## src/rtl/lsu_mem_master.sv

```systemverilog
// ---------------------------------------------------------------------------
// lsu_mem_master
//   Load/store initiator between the DSP pipeline and a single-port data
//   memory. Byte/half/word requests arrive over a valid/ready handshake, one
//   at a time. Sub-word stores are done as read-modify-write. Load results
//   are lane-extracted, sign/zero-extended and returned over a valid/ready
//   response channel.
//
//   Build option: define MISALIGN_TRAP_EN to reject misaligned half/word
//   accesses with rsp_err=1 and no memory access. Without it the low
//   address bits that do not select a lane are ignored.
//
//   Parameters
//     ADDR_W : byte address width (mem_address is a word index, same width)
//     RD_LAT : cycles mem_address is held before mem_read_data is sampled (1..4)
//
//   Ports
//     clk, rst_n          : clock, asynchronous active-low reset
//     req_*               : request channel (valid/ready, we, size, signed,
//                           addr, wdata)
//     rsp_*               : response channel (valid/ready, rdata, err)
//     mem_address         : word index driven to memory
//     mem_write_data      : word written to memory
//     mem_write_enable    : single-cycle write strobe
//     mem_read_data       : word read from memory
//     busy                : high whenever the FSM is not idle
// ---------------------------------------------------------------------------
module lsu_mem_master #(
   parameter int ADDR_W = 32,
   parameter int RD_LAT = 1
) (
   input  logic              clk,
   input  logic              rst_n,
   input  logic              req_valid,
   output logic              req_ready,
   input  logic              req_we,
   input  logic [1:0]        req_size,
   input  logic              req_signed,
   input  logic [ADDR_W-1:0] req_addr,
   input  logic [31:0]       req_wdata,
   output logic              rsp_valid,
   input  logic              rsp_ready,
   output logic [31:0]       rsp_rdata,
   output logic              rsp_err,
   output logic [ADDR_W-1:0] mem_address,
   output logic [31:0]       mem_write_data,
   output logic              mem_write_enable,
   input  logic [31:0]       mem_read_data,
   output logic              busy
);

   typedef enum logic [1:0] {IDLE, RD_WAIT, WR, RESP} state_t;

   localparam logic [2:0] LAT_LAST = 3'(RD_LAT - 1);

   state_t      state;
   logic        we_reg;
   logic        signed_reg;
   logic [1:0]  size_reg;
   logic [1:0]  lane_reg;    // addr[1:0] of the accepted request
   logic [15:0] wdata_reg;   // only the sub-word part is needed after accept
   logic [2:0]  lat_cnt;

   logic        req_err;
   logic [7:0]  ld_byte;
   logic [15:0] ld_half;
   logic [31:0] load_data;
   logic [31:0] merged_word;

   // Requests that must be rejected without touching memory.
   always_comb begin
      req_err = (req_size == 2'b11);
`ifdef MISALIGN_TRAP_EN
      if (req_size == 2'b01 && req_addr[0])
         req_err = 1'b1;
      if (req_size == 2'b10 && req_addr[1:0] != 2'b00)
         req_err = 1'b1;
`endif
   end

   // Load lane extraction and extension (little-endian lanes).
   always_comb begin
      case (lane_reg)
         2'd0:    ld_byte = mem_read_data[7:0];
         2'd1:    ld_byte = mem_read_data[15:8];
         2'd2:    ld_byte = mem_read_data[23:16];
         default: ld_byte = mem_read_data[31:24];
      endcase
      ld_half = lane_reg[1] ? mem_read_data[31:16] : mem_read_data[15:0];
      case (size_reg)
         2'b00:   load_data = {{24{signed_reg & ld_byte[7]}}, ld_byte};
         2'b01:   load_data = {{16{signed_reg & ld_half[15]}}, ld_half};
         default: load_data = mem_read_data;
      endcase
   end

   // Store merge: replace only the addressed byte(s) of the read word.
   genvar gi;
   generate
      for (gi = 0; gi < 4; gi++) begin : g_lane
         logic       lane_sel;
         logic [7:0] new_byte;

         assign lane_sel = (size_reg == 2'b00) ? (lane_reg == 2'(gi))
                                               : (lane_reg[1] == 1'(gi / 2));
         if ((gi % 2) == 1) begin : g_odd
            // Odd lanes take the high byte of a half store.
            assign new_byte = (size_reg == 2'b01) ? wdata_reg[15:8] : wdata_reg[7:0];
         end else begin : g_even
            assign new_byte = wdata_reg[7:0];
         end
         assign merged_word[8*gi +: 8] = lane_sel ? new_byte : mem_read_data[8*gi +: 8];
      end
   endgenerate

   always_ff @(posedge clk or negedge rst_n) begin
      if (!rst_n) begin
         state            <= IDLE;
         req_ready        <= 1'b1;
         rsp_valid        <= 1'b0;
         rsp_rdata        <= 32'h0;
         rsp_err          <= 1'b0;
         mem_address      <= '0;
         mem_write_data   <= 32'h0;
         mem_write_enable <= 1'b0;
         busy             <= 1'b0;
         lat_cnt          <= 3'd0;
         we_reg           <= 1'b0;
         signed_reg       <= 1'b0;
         size_reg         <= 2'b00;
         lane_reg         <= 2'b00;
         wdata_reg        <= 16'h0;
      end else begin
         case (state)
            IDLE: begin
               if (req_valid) begin
                  we_reg     <= req_we;
                  size_reg   <= req_size;
                  signed_reg <= req_signed;
                  lane_reg   <= req_addr[1:0];
                  wdata_reg  <= req_wdata[15:0];
                  lat_cnt    <= 3'd0;
                  req_ready  <= 1'b0;
                  busy       <= 1'b1;
                  if (req_err) begin
                     // Rejected: mem_address keeps its previous value.
                     rsp_valid <= 1'b1;
                     rsp_err   <= 1'b1;
                     rsp_rdata <= 32'h0;
                     state     <= RESP;
                  end else begin
                     mem_address <= req_addr >> 2;
                     if (req_we && req_size == 2'b10) begin
                        mem_write_data   <= req_wdata;
                        mem_write_enable <= 1'b1;
                        state            <= WR;
                     end else begin
                        state <= RD_WAIT;
                     end
                  end
               end
            end

            RD_WAIT: begin
               if (lat_cnt == LAT_LAST) begin
                  lat_cnt <= 3'd0;
                  if (we_reg) begin
                     mem_write_data   <= merged_word;
                     mem_write_enable <= 1'b1;
                     state            <= WR;
                  end else begin
                     rsp_valid <= 1'b1;
                     rsp_err   <= 1'b0;
                     rsp_rdata <= load_data;
                     state     <= RESP;
                  end
               end else begin
                  lat_cnt <= lat_cnt + 3'd1;
               end
            end

            WR: begin
               mem_write_enable <= 1'b0;
               rsp_valid        <= 1'b1;
               rsp_err          <= 1'b0;
               rsp_rdata        <= 32'h0;
               state            <= RESP;
            end

            RESP: begin
               if (rsp_ready) begin
                  rsp_valid <= 1'b0;
                  req_ready <= 1'b1;
                  busy      <= 1'b0;
                  state     <= IDLE;
               end
            end

            default: begin
               mem_write_enable <= 1'b0;
               rsp_valid        <= 1'b0;
               req_ready        <= 1'b1;
               busy             <= 1'b0;
               state            <= IDLE;
            end
         endcase
      end
   end

endmodule

```

## config.mk

```make
export PLATFORM = sky130hd
export DESIGN_NAME = lsu_mem_master
export DESIGN_NICKNAME = d
export VERILOG_FILES = /design/src/rtl/lsu_mem_master.sv
export SDC_FILE = /design/constraint.sdc
export NUM_CORES = 1
export LEC_CHECK = 0
export ABC_AREA = 1
export CAP_MARGIN = 20
export CORE_ASPECT_RATIO = 1.75
export CORE_MARGIN = 3
export CORE_UTILIZATION = 43
export DETAILED_ROUTE_END_ITERATION = 8
export PLACE_DENSITY = 0.8
export SETUP_SLACK_MARGIN = 0.05
export SLEW_MARGIN = 25
export SYNTH_ARGS = -nofsm -noshare
export SYNTH_HDL_FRONTEND = slang
export SYNTH_SLANG_ARGS = --single-unit
```

## constraint.sdc

```tcl
create_clock -name clk -period 1.73 [get_ports clk]
set_input_delay 0.173 -clock clk [delete_from_list [all_inputs] [get_ports clk]]
set_output_delay 0.173 -clock clk [all_outputs]
set_load 0.01 [all_outputs]
```

# After elaboration in Yosys (flattened, before gate mapping)
# Cells that the tools add are included.
dict set report word_totals {
  mem_bits_rw 0
  wordCells 107
  latch_bits 0
  mem_bits_ro 0
  register_bits 126
  memories 0
  out_inout_bits 101
  inputBits 104
}
dict set report op_classes {
  bitwise 4
  n_mul 0
  magnitude_cmp 0
  eq_ne 17
  muxes 53
  div_mod_pow 0
  n_shift 0
  addsub 1
  reduce_logical 17
}
# operator n
set op_table {}
lappend op_table {{$mux 32} 9}
lappend op_table {{$pmux 32 s2} 2}
lappend op_table {{$pmux 32 s3} 1}
lappend op_table {{$mux 8} 5}
lappend op_table {{$pmux 8 s3} 1}
lappend op_table {{$mux 1} 20}
lappend op_table {{$mux 16} 1}
lappend op_table {{$ne 2x2->1 const B} 8}
lappend op_table {{$eq 2x2->1 const B} 6}
lappend op_table {{$reduce_and 6->1} 2}
lappend op_table {{$mux 2} 5}
lappend op_table {{$reduce_and 5->1} 2}
lappend op_table {{$reduce_and 3->1} 3}
lappend op_table {{$pmux 2 s4} 1}
lappend op_table {{$eq 2x1->1 const B} 3}
lappend op_table {{$logic_not 2->1} 3}
lappend op_table {{$mux 3} 2}
lappend op_table {{$pmux 1 s3} 2}
lappend op_table {{$pmux 3 s2} 1}
lappend op_table {{$pmux 1 s2} 2}
lappend op_table {{$pmux 1 s4} 1}
lappend op_table {{$reduce_and 2->1} 2}
lappend op_table {{$reduce_bool 2->1} 2}
lappend op_table {{$add 3x1->3 const B} 1}
lappend op_table {{other kinds (5)} 7}

# Longest topological paths before layout
dict set report depth {
  depth_word 7
  ltp_mapped 11
}

# Worst setup path after synthesis
# OpenSTA, ideal clock, no wires.
dict set report synth_timing {
  kind {flip-flop to flip-flop}
  from {register state[0]}
  to {register mem_address[0]}
  stages_incl_launch_ff 8
  setup_time_ns 0.125
  arrival_ns 1.606
  path_slack_ns -0.001
  n_path_buf 1
  path_cell_list {dfrtp_1 -> inv_1 -> ha_1 -> nand2_2 -> nor2_1 -> nor2_1 -> buf_6 -> mux2_2}
}
dict set report synth_between {
  elab_chain_cells 2
}
# item line
set synth_lines {}
lappend synth_lines {{start: declaration} 56} ;# state_t state;
lappend synth_lines {{start signal: assignment} 118} ;# state <= IDLE;
lappend synth_lines {{start signal: assignment} 150} ;# state <= RESP;
lappend synth_lines {{start signal: assignment} 156} ;# state <= WR;
lappend synth_lines {{$logic_not 2->1} 134} ;# case (state)
lappend synth_lines {{$reduce_and 3->1 (no source line)} --}
lappend synth_lines {{end signal: assignment} 152} ;# mem_address <= req_addr >> 2;
lappend synth_lines {{end: declaration} 45} ;# output logic [ADDR_W-1:0] mem_address,
# Every way passes these cells.
# A chain may end at the register's enable or synchronous reset.

# Worst setup path after layout
dict set report layout_timing {
  from {register state[0]}
  to {register mem_write_data[13]}
}
dict set report layout_between {
  elab_chain_cells 3
}
# item line
set layout_lines {}
lappend layout_lines {{$eq 2x1->1 / $logic_not 2->1 (equally long branches)} 134}
lappend layout_lines {{$ne 2x2->1 (no source line) / $reduce_bool 2->1 (equally long branches)} --}
lappend layout_lines {{$reduce_and 6->1 (no source line)} --}
lappend layout_lines {{end signal: assignment} 154} ;# mem_write_data <= req_wdata;
lappend layout_lines {{end signal: assignment} 168} ;# mem_write_data <= merged_word;
lappend layout_lines {{end: declaration} 46} ;# output logic [31:0] mem_write_data,
# Several ways; a longest one is shown, not always the timed one.

==> qor.yml <==
clock_network:
  cts_made_buffers: 17
  clk_latency_ns: 0.42
  clock_path_buffers: 2
  cts_root_buf: "clkbuf_16"
  cts_tree: "done"
  clk_pin_slew_ns: 0.06
  clock-sinks: 126
  cts_max_level: 4
run_status:
  violations: "negative setup slack"
  status: "finished, violations left"
power_and_ir_drop:
  netSwitchingFraction_pct: 40.59
  intPower_mw: 13.44
  share_comb_of_total_power_pct: 59.4
  p_sw_mw: 9.184
  seqPwrFrac_pct: 23.4
  clockPowerShare_pct: 17.3
  power_density_nw_per_um2: 2125
  ir_worst_vdd_v: 0.001184
  p_leak_nw: 5.213
synthesis:
  yosysMostFrequentCell: "nand2_1"
  async_flop_share_pct: 100.0
  synth-seq-cells: 126
  synth_edf_count: 0
  synth_top_area_share_pct: 47.95
  ys.flop_type: "dfrtp_1"
  synth_cells: 860
  ys_seq_area_share_pct: 48.35
  syn_area_per_cell_sq_um: 7.586
  ys_top_cells_by_area: "dfrtp_1 (48%), nand2_1 (17%), nor2_1 (6.4%), o21ai_0 (5.1%), mux2_2 (4.8%)"
  synthDistinctLibCells: 30
  synth_largest_area_cell: "dfrtp_1"
  yosys_warnings: 0
  synthesis.area_sq_um: 6524
  synthTopCellsByCount: "nand2_1 (300), dfrtp_1 (125), nor2_1 (112)"
layout:
  drive_gt1_share_pct: 21.14
  fin_util_pct: 71.74
  finish.instance_area_sq_um: 10650
  reg.largest.list: "mem_write_data (32), rsp_rdata (32), mem_address (30)"
  area_growth_pct: 63.18
  layout.nets: 1237
worst_setup_path:
  r2r_end: "mem_write_data[13]$_DFFE_PN0P_"
  cp.required_ns: 2.06
  path_class: "flip-flop to flip-flop"
  start_kind: "flip-flop"
  max_stage_delay_ns: 0.45
  worst-path-max-fanout: 6
  r2r_start: "state[0]$_DFFE_PN0P_"
  worst-r2r-cell-count: 12
  critical_path.slowest_cell: "dfrtp_2"
  critPathTopFamily: "buffers and inverters"
  crit_path_end_kind: "flip-flop"
  crit_arrival_ns: 2.09
  critPathBufInv: 6
  reg2reg_slack_ns: -0.03
  crit_top_cell: "buf_6"
  path_cells: "ha_4 -> buf_6 -> inv_4 -> nor2_4 -> inv_2 -> nand2_2 -> buf_6 -> nor2_4 -> buf_6 -> buf_12 -> nor2_1 -> a21oi_1"
route:
  drt-wirelength-per-cell_microns: 19.50
  first_iter_violations: 628
  dr.pass1.iters: 5
  wirelength_microns: 25880
  drc: 0
  vias: 7166
  drtAntennaViolNets: 0
  via_per_inst: 5.400
placed_design:
  place_area_sq_um: 9072
  dp_hpwl_microns: 16320
  place.gp.congestion: 0.9066
  io_buffer_count: 202
timing:
  period_share_pct: 101.7
  rsz0062_at_grt: "yes"
  worst_slack_ns: -0.02964
  fmax_ghz: 0.5683
  slew_viol_final: 0
  setup_viol: 4
  hold_viol: 0
  clock-skew-final_ns: 0.008333
  finalCriticalPeriod_ns: 1.760
die:
  row_count: 59
  core_area_sq_um: 14840
  die_w_microns: 99.11
  die_area_sq_um: 16740
  initial_core_util_pct: 43.97
  pin_count: 205
  chipHeight_microns: 168.9
global_route:
  antenna_found_initial: 4
  grt_pass1_wl_microns: 36390
  grt_pass1_vias: 6924
  grt_usage_pct: 28.07
  grt_max_degree: 56
  gr-total-overflow: 0
flow_run:
  maxCapViolCount: 0
worst_hold_path:
  min_path_type: "input pin to asynchronous set/reset pin"
[repair_timing]
item                                    4_1_cts  5_1_grt
pin swaps                                     6       18
resized for setup                            37      113
setup buffers                                 7       14
cloned                                        6        8
hold buffers                                  1        0
endpoints found under the setup margin       96       90
endpoints found under the hold margin       125        0
[layout by cell type, fill, tap and decap left out, types with 11 or more instances in the layout]
| cell type | count |
|---|---|
| a21oi_1 | 31 |
| buf_4 | 51 |
| buf_6 | 12 |
| clkbuf_16 | 24 |
| clkdlybuf4s50_1 | 200 |
| dfrtp_1 | 123 |
| inv_1 | 55 |
| mux2_4 | 21 |
| nand2_1 | 266 |
| nand2_2 | 29 |
| nand3_1 | 53 |
| nor2_1 | 90 |
| nor2_2 | 12 |
| nor2_4 | 11 |
| o21ai_0 | 62 |
[logic make-up (layout without fill, tap and decap cells)]
group / count (synthesis) / after routing / share of synthesized area [%]
mux: 30 / 30 / 5.178
fa+ha+maj: 6 / 6 / 1.151
buf+inv: 108 / 387 / 7.211
compound gates: 107 / 107 / 8.439
other cells: 1 / 6 / 0.05748
simple gates: 482 / 482 / 29.61
flops: 126 / 126 / 48.35
[power by group through the flow]
stage               registers (mW)  logic (mW)  clock network (mW)
finish                        5.29        13.4                3.91
CTS                           5.20        11.3                3.92
global route                  5.45        14.3                4.08
global placement              5.17        9.91                   0
detailed placement            5.19        10.1                   0
floorplan                     5.56        4.90                   0
[routing by layer]
metal | vias to the layer above | share of wire, % | track usage [%]
met2 | 420 | 53 | 48.13
met4 | 0 | 7.2 | 18.31
met3 | 121 | 7.0 | 5.691
met5 | - | 0 | 0
met1 | 3382 | 33 | 31.09
li1 | 3243 | - | -
[area by class of cell]
class                           instances  area (sq um)
Tap cell                              183         229.0
Inverter                               67         269.0
Fill cell                            1082          4193
Multi-Input combinational cell        627          3287
Sequential cell                       126          3157
Antenna cell                            4         10.01
Timing Repair Buffer                  288          3053
Clock buffer                           19         452.9
Clock inverter                         13         187.7
[worst max path at each step]
stage	from	end	slack [ns]	cells past startpoint
after floorplan	state[0]$_DFFE_PN0P_	mem_address[0]$_DFFE_PN0P_	0.07	7
after global placement	req_valid	rsp_rdata[18]$_DFFE_PN0P_	-0.04	10
after detailed placement	req_valid	rsp_rdata[16]$_DFFE_PN0P_	-0.13	10
after CTS	state[0]$_DFFE_PN0P_	mem_address[18]$_DFFE_PN0P_	0.04	8
after global routing	state[0]$_DFFE_PN0P_	mem_write_data[13]$_DFFE_PN0P_	-0.1	11
final	state[0]$_DFFE_PN0P_	mem_write_data[13]$_DFFE_PN0P_	-0.03	12
[metrics by stage]
step | worst slack (ns) | cells | total power [mW] | hold slack [ns] | TNS (ns)
after floorplan | 0.06891 | 861 | 10.46 | -0.1226 | 0
after global placement | -0.04116 | 1260 | 15.07 | -0.006604 | -0.8313
after detailed placement | -0.1251 | 1260 | 15.27 | 0.0009031 | -2.776
after CTS | 0.04406 | 1306 | 20.43 | 0.1344 | 0
after global routing | -0.09662 | 1327 | 23.85 | 0.1442 | -1.567
final | -0.02964 | 1327 | 22.63 | 0.1439 | -0.06914
[worst register-to-register path, stage by stage (launching register included)]
cell	delay (ns)
dfrtp_2	0.45
ha_4	0.18
buf_6	0.12
inv_4	0.06
nor2_4	0.03
inv_2	0.06
nand2_2	0.06
buf_6	0.13
nor2_4	0.15
buf_6	0.13
buf_12	0.11
nor2_1	0.05
a21oi_1	0.13
(Power assumes the default switching activity.)
